`src/rtl/bram_copy_ctrl.sv`:
```
// Word-copy sequencer for a single-port BRAM: alternates read/write cycles to move
// LEN words from SRC to DST, and hands the BRAM to a host port while idle.
module bram_copy_ctrl #(
    parameter int DATA_WIDTH = 32,
    parameter int ADDR_WIDTH = 32,
    parameter int LEN_WIDTH  = 16
) (
    input  logic                  i_clk,
    input  logic                  i_rst,
    input  logic                  i_start,
    input  logic [ADDR_WIDTH-1:0] i_src_addr,
    input  logic [ADDR_WIDTH-1:0] i_dst_addr,
    input  logic [LEN_WIDTH-1:0]  i_len,
    output logic                  o_busy,
    output logic                  o_done,
    input  logic                  i_host_req,
    input  logic                  i_host_we,
    input  logic [ADDR_WIDTH-1:0] i_host_addr,
    input  logic [DATA_WIDTH-1:0] i_host_din,
    output logic                  o_host_gnt,
    output logic [DATA_WIDTH-1:0] o_host_dout,
    output logic                  o_bram_we,
    output logic [ADDR_WIDTH-1:0] o_bram_addr,
    output logic [DATA_WIDTH-1:0] o_bram_din,
    input  logic [DATA_WIDTH-1:0] i_bram_dout
);

    typedef enum logic [1:0] {
        S_IDLE = 2'd0,
        S_RD   = 2'd1,
        S_WR   = 2'd2
    } state_t;

    localparam logic [ADDR_WIDTH-1:0] ADDR_ONE = ADDR_WIDTH'(1);
    localparam logic [LEN_WIDTH-1:0]  LEN_ZERO = LEN_WIDTH'(0);
    localparam logic [LEN_WIDTH-1:0]  LEN_ONE  = LEN_WIDTH'(1);

    state_t                r_state;
    logic [ADDR_WIDTH-1:0] r_sp;
    logic [ADDR_WIDTH-1:0] r_dp;
    logic [LEN_WIDTH-1:0]  r_cnt;
    logic                  r_busy;
    logic                  r_done;

    logic                  w_host_gnt;
    logic                  w_bram_we;
    logic [ADDR_WIDTH-1:0] w_bram_addr;
    logic [DATA_WIDTH-1:0] w_bram_din;

    // Copy sequencer: pointers, word counter and busy/done flags.
    always_ff @(posedge i_clk) begin
        if (i_rst) begin
            r_state <= S_IDLE;
            r_sp    <= '0;
            r_dp    <= '0;
            r_cnt   <= '0;
            r_busy  <= 1'b0;
            r_done  <= 1'b0;
        end else begin
            r_done <= 1'b0;
            case (r_state)
                S_IDLE: begin
                    if (i_start) begin
                        if (i_len != LEN_ZERO) begin
                            r_state <= S_RD;
                            r_sp    <= i_src_addr;
                            r_dp    <= i_dst_addr;
                            r_cnt   <= i_len;
                            r_busy  <= 1'b1;
                        end else begin
                            r_done  <= 1'b1;
                        end
                    end else begin
                        r_state <= S_IDLE;
                    end
                end
                S_RD: begin
                    r_sp    <= r_sp + ADDR_ONE;
                    r_state <= S_WR;
                end
                S_WR: begin
                    r_dp  <= r_dp + ADDR_ONE;
                    r_cnt <= r_cnt - LEN_ONE;
                    if (r_cnt == LEN_ONE) begin
                        r_state <= S_IDLE;
                        r_busy  <= 1'b0;
                        r_done  <= 1'b1;
                    end else begin
                        r_state <= S_RD;
                    end
                end
                default: begin
                    r_state <= S_IDLE;
                    r_busy  <= 1'b0;
                end
            endcase
        end
    end

    // BRAM port mux; a reset landing on a write cycle suppresses that write.
    always_comb begin
        w_host_gnt  = (r_state == S_IDLE) & i_host_req & ~i_start;
        w_bram_we   = 1'b0;
        w_bram_addr = i_host_addr;
        w_bram_din  = i_host_din;
        case (r_state)
            S_RD: begin
                w_bram_addr = r_sp;
            end
            S_WR: begin
                w_bram_we   = ~i_rst;
                w_bram_addr = r_dp;
                w_bram_din  = i_bram_dout;
            end
            default: begin
                w_bram_we   = w_host_gnt & i_host_we;
            end
        endcase
    end

    assign o_busy      = r_busy;
    assign o_done      = r_done;
    assign o_host_gnt  = w_host_gnt;
    assign o_host_dout = i_bram_dout;
    assign o_bram_we   = w_bram_we;
    assign o_bram_addr = w_bram_addr;
    assign o_bram_din  = w_bram_din;

endmodule
```
`config.mk`:
```
export PLATFORM = sky130hd
export DESIGN_NAME = bram_copy_ctrl
export DESIGN_NICKNAME = d
export VERILOG_FILES = /design/src/rtl/bram_copy_ctrl.sv
export SDC_FILE = /design/constraint.sdc
export NUM_CORES = 1
export LEC_CHECK = 0
export BUFFER_PORTS_ARGS = -buffer_cell sky130_fd_sc_hd__buf_2
export CELL_PAD_IN_SITES_DETAIL_PLACEMENT = 0
export CELL_PAD_IN_SITES_GLOBAL_PLACEMENT = 1
export CORE_UTILIZATION = 31
export CTS_BUF_LIST = sky130_fd_sc_hd__clkbuf_16
export DETAILED_ROUTE_END_ITERATION = 8
export PLACE_DENSITY = 0.89
export SYNTH_ARGS = -nofsm -noshare
export SYNTH_HDL_FRONTEND = slang
export SYNTH_SLANG_ARGS = --single-unit
```
`constraint.sdc`:
```
create_clock -name i_clk -period 2.15 [get_ports i_clk]
set_clock_uncertainty 0.2 [all_clocks]
set_input_delay 0.3225 -clock i_clk [delete_from_list [all_inputs] [get_ports i_clk]]
set_output_delay 0.3225 -clock i_clk [all_outputs]
set_load 0.01 [all_outputs]
```
Yosys cells after proc, flatten, opt, wreduce, memory -nomap -nowiden:

Index checks and enable logic that the tools add are counted.

* $add $sub $neg: 3
* equal/unequal tests: 7
* muxes and demuxes: 24
* bitwise operators: 6
* reductions and logical operators: 7

Operators with widths (count)
* 32-bit one-hot mux with 2 select lines: 3
* 32-bit two-way mux: 5
* 32-bit by 1-bit adder with 32-bit output, second input constant: 2
* 16-bit two-way mux: 2
* 16-bit one-hot mux with 2 select lines: 1
* 16-bit by 1-bit == test with 1-bit output, second input constant: 1
* 16-bit nonzero test: 1
* 16-bit by 1-bit subtractor with 16-bit output, second input constant: 1
* 1-bit two-way mux: 7
* 2-bit != test, second input constant: 3
* 2-bit one-hot mux with 3 select lines: 1
* 3-bit AND reduction: 2
* 2-bit two-way mux: 2
* 1-bit one-hot mux with 2 select lines: 2
* 4-bit AND reduction: 1
* 2-bit nonzero test: 2
* 1-bit AND: 3
* 3-bit != test, second input constant: 1
* 1-bit inverter: 3
* 1-bit one-hot mux with 3 select lines: 1
* 2-bit by 1-bit == test with 1-bit output, second input constant: 1
* 2-bit == test, second input constant: 1
* 2-bit logical NOT: 1

* register bits: 84
* logic and storage cells: 53

Depth between registers and ports, before layout:

* word-level depth: 5
* mapped depth: 9
* gate-level depth less buffers: 7

Worst setup path before layout:

Ideal clock, no wire load.

* path kind: reg-to-output
* from: register r_state[0]
* to: output o_bram_din[10]
* arrival time: 1.819 ns
* setup slack: -0.192 ns
* stages on the path, launching flop included: 7
* buffers on the path: 3
* cell sequence: dfxtp_1 inv_1 ha_1 buf_6 clkbuf_1 buf_1 mux2_2

* cells in the longest elaborated chain, start to end: 2

Ends and longest elaborated chain
* from (decl): line 38 `state_t r_state;`
* from (signal assigned): line 53 `r_state <= S_IDLE;`
* from (signal assigned): line 65 `r_state <= S_RD;`
* from (signal assigned): line 74 `r_state <= S_IDLE;`
* 2-bit == test: line 106 `case (r_state)`
* 32-bit two-way mux: line 106
* to (decl): line 24 `output logic [DATA_WIDTH-1:0] o_bram_din,`

No other way between the ends.

Worst setup path after layout:

* from: register r_state[1]
* to: output o_bram_addr[0]

* cells in the longest elaborated chain, start to end: 2
* elaborated cells between the ends (all ways): 3
* classes of those cells: eq/ne (2); mux (1)

Ends and longest elaborated chain
* 2-bit == test or 2-bit by 1-bit == test with 1-bit output (tied branches): line 106
* 32-bit one-hot mux with 2 select lines *: line 106
* to (decl): line 23 `output logic [ADDR_WIDTH-1:0] o_bram_addr,`

Mark *: on every way between the ends. The rest lies on a longest branch, timed or not.

==> impl_results.md <==
- Largest net degree at the start of global routing: 56
- Syn nets: about 1100
- Vias per cell: 5.888
- Combinational power share: 0.418
- Area growth from synthesis to layout: 64.28%
- Worst rel slew slack: 0.7022
- Leak: around 4.5 nW
- Worst path max stage delay: 340 ps
- All-layer global routing usage: 0.2430
- Sequential Power Share: 0.313
- Root Driver: clkbuf_16
- Fin. Hold Viols: 0
- GP Congestion: a little under 0.9
- Dpl cell area: slightly below 9000 um^2
- Pwr/cell area: ~540 nW/um^2
- Remaining DRCs: 0
- Critical-path maximum fanout: 6
- Max Fclk: 0.4319 GHz
- PortBufs: 280
- Switching power: about 2.1 mW
- Synth async-reset ratio: 0
- RSZ-0062 raised after global routing: yes
- Maximum clock path buffer count: 2
- Main synth FF type: dfxtp_1
- CTS tree: done
- CTS H-tree depth: 3
- # IOs: 281
- WL/cell: 19.62 um
- Core Region: approximately 21000 um^2
- First-pass DRT Iterations: 7
- Grt met1 use: 0.3348
- Synth Cell Area: ~6700 um^2
- Height of the die: 148.8 um
- Int Power: between 3 and 4 mW
- Final HPWL DP: roughly 20000 um
- Failing checks: negative setup slack
- Post-synth EDFFs: 0
- Clock transition at path regs: around 60 ps
- CP Depth: 8
- Final period utilization: 1.077
- Critical path class: reg -> out
- Num CTS Buffers: 9
- Die area: around 22000 um^2
- GRT met2 Usage: 0.3797
- WL final: about 30000 um
- Global-route layer with the greatest usage: met2
- Fin crit period: 2316 ps
- Crit-path slowest cell: dfxtp_2
- CTS sink cnt: 84
- Register area share after synthesis: 0.2517
- CP Capture Type: primary output
- Final max-slew violation count: 0
- Number of global-route vias before repair: slightly below 8000
- Total gr overflow: 0
- Cells along the critical path: inv_2 > buf_6 > ha_4 > buf_6 > buf_6 > nor2_2 > a21oi_1 > buf_2
- GR Layer Usage met3: 0.04128
- Crit path DAT: roughly 1800 ps
- Unique cell type count in the Yosys netlist: approximately 60
- Switching power share of the total: 0.3531
- Initial antenna violation count: 3
- Share of layout cells above drive strength 1: 0.4933
- Most used cell, CP: buf_6
- Layout net count: 1453
- Worst hold stages: 3
- Post-route ant nets: 0
- Critical Path RT: around 1600 ps
- Yosys warns: 0
- CP delay by family, top: buffers and inverters
- Post-layout instance area: about 11000 um^2
- Clock Power Share: 0.269
- Synth Register Bits: 84
- Worst slew pin tran: around 440 ps
- Status: finished, violations left
- VDD IR max: 405.3 uV
- Die width: roughly 150 um
- Quantity of hold-fixing buffers added after cts: 0
- Minimum hold slack: about 47 ps
- R2R cell count: 11
- Final setup fails: between 70 and 80
- Final setup margin: -165.5 ps
- Initial drt markers: 958
- Initial Utilization: 0.3168
- HP Class: in -> reg
- CP Buf/Inv Count: 5
- First-pass GRT wire length: ~42000 um
- Clock Latency Late Sink: 360 ps
- Vias: between 9000 and 10000
- Post-synthesis cell count: ~920
- Average cell area after synthesis: 7.269 um^2
- Startpoint class of the critical path: flip-flop
- Rows: 53
- Max-cap violations: 0
what timing repair did:
action,in CTS,in global routing
setup buffers,20,24
gates cloned,11,12
setup endpoints to repair,73,132
gates resized for setup,89,151
pin swaps,17,40
synthesized netlist by cell type, types with 17 or more instances:
library cell	n	area share
o2bb2ai_1	17	0.022
a22oi_1	31	0.035
o21ai_0	71	0.053
nor4_1	19	0.018
nand4_1	33	0.031
o22ai_1	19	0.018
nand2_1	60	0.034
a211oi_1	18	0.020
buf_4	32	0.036
inv_1	18	0.010
dfxtp_1	84	0.25
a311oi_1	21	0.028
a21oi_1	115	0.086
mux2_2	35	0.059
clkbuf_1	65	0.037
a31oi_1	17	0.016
nor2_1	63	0.035
nand3_1	34	0.025
routing by layer:
layer / share of wire / routed length, um
met3: 0.098 / 2971
met4: 0.024 / 722
met1: 0.42 / 12650
met5: 0.00043 / 13
met2: 0.46 / 13970
placed cells by master, fill, tap and decap left out, types with 18 or more instances in the layout:
cell / synthesis / final
nor2_1: 63 / 55
nand4_1: 33 / 33
nand2_1: 60 / 58
o21ai_0: 71 / 61
buf_4: 32 / 113
a21oi_2: 0 / 27
a21oi_1: 115 / 88
buf_2: 12 / 250
a311oi_1: 21 / 18
nand3_1: 34 / 33
a22oi_2: 0 / 27
buf_6: 1 / 51
clkbuf_16: 0 / 18
dfxtp_1: 84 / 75
mux2_4: 0 / 32
power by group through the flow:
stage / logic [mW] / registers, mW / clock network, mW
after floorplan: 1.00 / 1.85 / 0
after global placement: 1.79 / 1.85 / 0
after detailed placement: 1.81 / 1.86 / 0
after CTS: 2.11 / 1.83 / 1.59
after global routing: 2.62 / 1.86 / 1.64
final: 2.47 / 1.85 / 1.59
stage by stage:
stage | instances | worst slack (ps) | utilization | power, mW | setup TNS (ps)
2_1_floorplan | 919 | -87.45 | - | 2.848 | -2487
3_3_place_gp | 1465 | 29.66 | 0.4195 | 3.641 | 0
3_5_place_dp | 1465 | -39.29 | 0.4195 | 3.666 | -65.15
4_1_cts | 1512 | -150.2 | 0.4712 | 5.533 | -6932
5_1_grt | 1544 | -208.5 | 0.5202 | 6.122 | -12210
6_report | 1546 | -165.5 | 0.5204 | 5.904 | -8877
area by class of cell:
type	instances	area, um^2
Sequential cell	84	1695
Tap cell	275	344.1
Fill cell	1990	10110
Antenna cell	2	5.005
Clock buffer	9	225.2
Multi-Input combinational cell	697	5005
Timing Repair Buffer	454	3571
Inverter	18	70.07
Clock inverter	7	58.81
path summary, 6_finish.rpt:
kind / startpoint / to / slack [ps]
worst max-delay path: r_state[1] / o_bram_addr[0] / -170
worst min-delay path: i_src_addr[4] / r_sp[4] / 50
worst max register to register: r_state[1] / r_sp[26] / -120
worst min register to register: r_cnt[14] / r_cnt[14] / 290
worst reg2reg max path, stage by stage, from the launching register on:
cell and delay, ps:
dfxtp_2 330, inv_2 80, ha_4 150, buf_12 150
buf_6 110, and3_4 180, nand4_1 180, buf_4 210
clkbuf_16 150, o2bb2ai_1 150, a21oi_1 90, a311oi_2 190
sequential cells by signal (all words and copies together) (netlist names):
signal and cells:
o_done 1, o_busy 1, r_state 2, r_dp 32
r_cnt 16, r_sp 32
logic make-up after synthesis:
family | count (synthesis) | synth area share
AO/OA/AOI/OAI | 355 | 0.3390
adder cells (fa/ha/maj) | 8 | 0.01498
buffers and inverters | 138 | 0.09908
AND/OR/NAND/NOR | 297 | 0.2332
flip-flops | 84 | 0.2517
multiplexers | 37 | 0.06200
Power figures use the tool's default switching activity.
